$ cat src/rtl/booth_issue_ctrl.sv
// booth_issue_ctrl: issue/collect sequencer in front of the serial-load Booth
// multiplier. Accepts an operand pair over valid/ready, replays it as
// start -> multiplicand -> multiplier on the shared data bus, waits for done
// (bounded by a watchdog) and returns the 2W-bit product over valid/ready.
//
// Ports:
//   clk, rst_n         clock, synchronous active-low reset
//   in_valid/in_ready  operand handshake (in_ready combinational: IDLE && rst_n)
//   in_a, in_b         multiplicand / multiplier, two's complement
//   mul_start          one-cycle start pulse to the multiplier
//   mul_data           serial operand bus to the multiplier
//   mul_done           multiplier completion
//   mul_result         multiplier {A,Q}
//   out_valid/out_ready product handshake
//   out_product        captured product (0 on timeout)
//   out_err            qualifies out_valid: watchdog expired
//   busy               high in every state except IDLE
module booth_issue_ctrl #(
  parameter int unsigned W       = 8,
  parameter int unsigned TIMEOUT = 24
) (
  input  logic           clk,
  input  logic           rst_n,
  input  logic           in_valid,
  output logic           in_ready,
  input  logic [W-1:0]   in_a,
  input  logic [W-1:0]   in_b,
  output logic           mul_start,
  output logic [W-1:0]   mul_data,
  input  logic           mul_done,
  input  logic [2*W-1:0] mul_result,
  output logic           out_valid,
  input  logic           out_ready,
  output logic [2*W-1:0] out_product,
  output logic           out_err,
  output logic           busy
);

  localparam int unsigned PW  = 2 * W;
  localparam int unsigned WDW = 8;

  typedef enum logic [2:0] {
    S_IDLE,
    S_START,
    S_LDM,
    S_LDQ,
    S_WAIT,
    S_DRAIN
  } state_t;

  state_t         state_q, state_d;
  logic [W-1:0]   op_a_q, op_a_d;
  logic [W-1:0]   op_b_q, op_b_d;
  logic [WDW-1:0] wdog_q, wdog_d;
  logic           mul_start_d;
  logic [W-1:0]   mul_data_d;
  logic           out_valid_d;
  logic           out_err_d;
  logic [PW-1:0]  out_product_d;
  logic           busy_d;

  // Only combinational output; gated by rst_n so nothing is accepted in reset.
  assign in_ready = (state_q == S_IDLE) && rst_n;

  // State, operand, watchdog and registered-output flops.
  always_ff @(posedge clk) begin
    if (!rst_n) begin
      state_q     <= S_IDLE;
      op_a_q      <= '0;
      op_b_q      <= '0;
      wdog_q      <= '0;
      mul_start   <= 1'b0;
      mul_data    <= '0;
      out_valid   <= 1'b0;
      out_err     <= 1'b0;
      out_product <= '0;
      busy        <= 1'b0;
    end else begin
      state_q     <= state_d;
      op_a_q      <= op_a_d;
      op_b_q      <= op_b_d;
      wdog_q      <= wdog_d;
      mul_start   <= mul_start_d;
      mul_data    <= mul_data_d;
      out_valid   <= out_valid_d;
      out_err     <= out_err_d;
      out_product <= out_product_d;
      busy        <= busy_d;
    end
  end

  // Next state plus the values the output registers take on the coming edge,
  // so each bus phase appears in the cycle that follows its transition.
  always_comb begin
    state_d       = state_q;
    op_a_d        = op_a_q;
    op_b_d        = op_b_q;
    wdog_d        = wdog_q;
    mul_start_d   = 1'b0;
    mul_data_d    = '0;
    out_valid_d   = out_valid;
    out_err_d     = out_err;
    out_product_d = out_product;

    case (state_q)
      S_IDLE: begin
        if (in_valid) begin
          op_a_d      = in_a;
          op_b_d      = in_b;
          mul_start_d = 1'b1;
          state_d     = S_START;
        end
      end
      S_START: begin
        mul_data_d = op_a_q;
        state_d    = S_LDM;
      end
      S_LDM: begin
        mul_data_d = op_b_q;
        state_d    = S_LDQ;
      end
      S_LDQ: begin
        wdog_d  = WDW'(TIMEOUT);
        state_d = S_WAIT;
      end
      S_WAIT: begin
        // done takes priority over a simultaneous watchdog expiry
        if (mul_done) begin
          out_product_d = mul_result;
          out_valid_d   = 1'b1;
          out_err_d     = 1'b0;
          state_d       = S_DRAIN;
        end else if (wdog_q == WDW'(1)) begin
          wdog_d        = '0;
          out_product_d = '0;
          out_valid_d   = 1'b1;
          out_err_d     = 1'b1;
          state_d       = S_DRAIN;
        end else begin
          wdog_d = wdog_q - WDW'(1);
        end
      end
      S_DRAIN: begin
        if (out_ready) begin
          out_valid_d = 1'b0;
          out_err_d   = 1'b0;
          state_d     = S_IDLE;
        end
      end
      default: state_d = S_IDLE;
    endcase

    busy_d = (state_d != S_IDLE);
  end

endmodule
$ cat config.mk
export PLATFORM = sky130hd
export DESIGN_NAME = booth_issue_ctrl
export DESIGN_NICKNAME = d
export VERILOG_FILES = /design/src/rtl/booth_issue_ctrl.sv
export SDC_FILE = /design/constraint.sdc
export NUM_CORES = 1
export LEC_CHECK = 0
export BUFFER_PORTS_ARGS = -buffer_cell sky130_fd_sc_hd__buf_2
export CORE_MARGIN = 3
export CORE_UTILIZATION = 40
export DETAILED_ROUTE_END_ITERATION = 6
export PLACE_DENSITY = 0.67
export SETUP_SLACK_MARGIN = 0.1
export SYNTH_ARGS = -nofsm -noshare
export SYNTH_HDL_FRONTEND = slang
export SYNTH_SLANG_ARGS = --single-unit
$ cat constraint.sdc
create_clock -name clk -period 1.7 [get_ports clk]
set_input_delay 0.255 -clock clk [delete_from_list [all_inputs] [get_ports clk]]
set_output_delay 0.255 -clock clk [all_outputs]
set_load 0.005 [all_outputs]
==> metrics.md <==
| Metric | Value |
|---|---|
| Worst-path clk slew | `0.10 ns` |
| Clock Path Buffers | `2` |
| Synth Instances | `223` |
| Area contributors post-synth | `dfxtp_1, a22o_1, nand2_1` |
| Vias in the first global route | `1682` |
| GP Congestion | `0.771` |
| Critical Path, Cell by Cell | `inv_2 -> ha_4 -> nor3b_4 -> a21oi_2 -> o21a_4 -> buf_12 -> a22o_1` |
| Peak supply drop | `539 uV` |
| Row cnt | `26` |
| Congestion Overflow GR | `0` |
| Synth area leader | `dfxtp_1` |
| Most frequent cells after synthesis | `dfxtp_1, nand2_1, a21oi_1` |
| Die extent in x | `79.2 um` |
| Fin cells | `370` |
| Syn_nets | `262` |
| WHS Endpoint | `out_product[7]` |
| Top Family by Delay on Critical Path | `compound AO/OA/AOI/OAI gates` |
| WHS | `0.150 ns` |
| Final TNS setup | `0 ns` |
| Fin Clk Skew | `0.0100 ns` |
| CP Launch Type | `flip-flop` |
| Crit path capture type | `flip-flop` |
| Crit Reg-Reg Startpoint | `wdog_q[1]` |
| Cts-stage hold buffer count | `0` |
| Crit path buf inv count | `2` |
| Crit-path slowest cell | `dfxtp_2` |
| Clock root buffer | `clkbuf_8` |
| Pwr dens | `894 mW/mm^2` |
| DR iter-0 viols | `74` |
| CTS Sinks | `55` |
| FF-to-FF End | `out_product[4]` |
| Synth cell types | `43` |
| Post-synthesis register bit count | `55` |
| Final HPWL DP | `3350 um` |
| Hold Crit Class | `primary input to flip-flop` |
| Synth top area share | `0.514` |
| Final Hold Violating Endpoints | `0` |
| Mean routed wirelength per cell | `13.2 um` |
| Biggest cell delay along the critical path | `0.33 ns` |
| Share of cells above drive strength 1 | `0.373` |
| Initial Util | `0.417` |
| Final Cycle Share | `0.921` |
| CTS tree | `done` |
| Most common cell in the netlist | `dfxtp_1` |
| Routed WL | `4890 um` |
| Critical Path RT | `1.91 ns` |
| Final ANT Viol Nets | `0` |
| Area Growth Syn to Fin | `29.8%` |
| DR DRC count | `0` |
| Diode count | `0` |
| # IOs | `66` |
| Leak | `1.23 nW` |
| Slew margin rel. | `0.726` |
| Number of synthesized flops with an enable pin | `0` |
| WHS Path Cells | `2` |
| Final total power | `2.49 mW` |
| CTS H-tree lvls | `2` |
| RSZ-0062 raised after global routing | `no` |
| Worst-Skew Late Latency | `0.32 ns` |
| Max-cap violations | `0` |
| Register-to-Register Path Depth | `7` |
| Synthesis warning total | `0` |
| First-pass iteration count of the detailed router | `4` |
| Register area share after synthesis | `0.514` |
| CP max FO | `8` |
| First-pass GRT wire length | `7790 um` |
| Via count | `1824` |
| Initial antenna violation count | `0` |
| Synth async-reset ratio | `0` |
| Cells after DPL | `356` |
| Largest net degree at the start of global routing | `19` |
| CTS buffer count | `5` |
| Total GRT Usage | `0.160` |
| Synthesized area | `0.00214 mm^2` |
| Net total in the final layout | `338` |
| Worst slew pin tran | `0.410 ns` |
| Synth Flop Type | `dfxtp_1` |
| Syn avg cell area | `9.61 um^2` |
| DIE AREA | `0.00627 mm^2` |
| Critical path class | `flip-flop to flip-flop` |
| Die H | `79.2 um` |
| Final setup fails | `0` |
| PortBufs | `65` |
| Final min period | `1.57 ns` |
| Hold wc startpoint | `mul_result[7]` |
| CP Data Arrival Time | `1.77 ns` |
| DR vias/cell | `4.93` |
| Core Region | `0.00514 mm^2` |
| R2r setup slk | `0.13 ns` |
| Final Slew Violations | `0` |
| Status | `completed` |
| Fmax | `639 MHz` |
==> per-layer routing <==
metal	vias up	track usage	wire [um]
li1	935	-	-
met5	-	0	0
met4	0	0.0567	52
met3	7	0.0454	267
met1	841	0.196	2200
met2	41	0.266	2370
==> cells in the final DEF, fill, tap and decap left out, drive strengths merged, types with 3 or more instances in the layout <==
cell type,count
a22o,16
nor2,20
clkbuf,6
buf,83
nor3,5
inv,6
a21oi,21
xor2,3
dfxtp,55
nand2,37
a22oi,8
o21ai,3
==> layout make-up <==
type	count	area, um^2
sequential	55	1110
clock buffer	5	68.8
fill	522	2360
inverter	5	18.8
clock inverter	3	22.5
multi-input combinational	148	977
tap	70	87.6
timing repair buffer	84	498
==> registers in the layout, summed over array words and instances, names as in the netlist <==
| signal | count |
|---|---|
| busy | 1 |
| mul_data | 8 |
| mul_start | 1 |
| op_a_q | 8 |
| op_b_q | 8 |
| out_err | 1 |
| out_product | 16 |
| out_valid | 1 |
| state_q | 3 |
| wdog_q | 8 |
==> per-stage QoR <==
stage               area (um^2)   util  worst slack (ns)
detailed placement         2590  0.503            0.0773
global placement           2590  0.503             0.143
finish                     2780  0.541             0.134
global route               2780  0.541            0.0777
CTS                        2710  0.526             0.115
floorplan                  2160      -             0.113
==> power breakdown <==
part	leakage (nW)	switching (mW)	internal [mW]
logic	0.734	0.176	0.179
registers	0.449	0.0499	1.35
clock network	0.0485	0.440	0.296
==> worst max-delay path by stage <==
stage | from | endpoint | slack, ns | cells past startpoint
after floorplan | state_q[0] | out_product[10] | 0.11 | 6
after global placement | wdog_q[1] | out_product[0] | 0.14 | 7
after global routing | wdog_q[1] | out_product[4] | 0.08 | 7
after CTS | wdog_q[1] | out_product[4] | 0.12 | 7
final | wdog_q[1] | out_product[4] | 0.13 | 7
after detailed placement | wdog_q[1] | out_product[4] | 0.08 | 7
==> logic make-up after synthesis <==
family | share of synthesized area
AND/OR/NAND/NOR | 0.186
AO/OA/AOI/OAI | 0.210
flip-flops | 0.514
buffers and inverters | 0.0531
XOR/XNOR | 0.0204
adder cells (fa/ha/maj) | 0.0117
multiplexers | 0.00525
==> what timing repair did <==
action	CTS	global route
buffers inserted	2	3
setup endpoints to repair	16	19
pin swaps	2	4
cloned	0	1
gates resized for setup	4	9
Note: power is estimated with default switching activity, not from simulation.
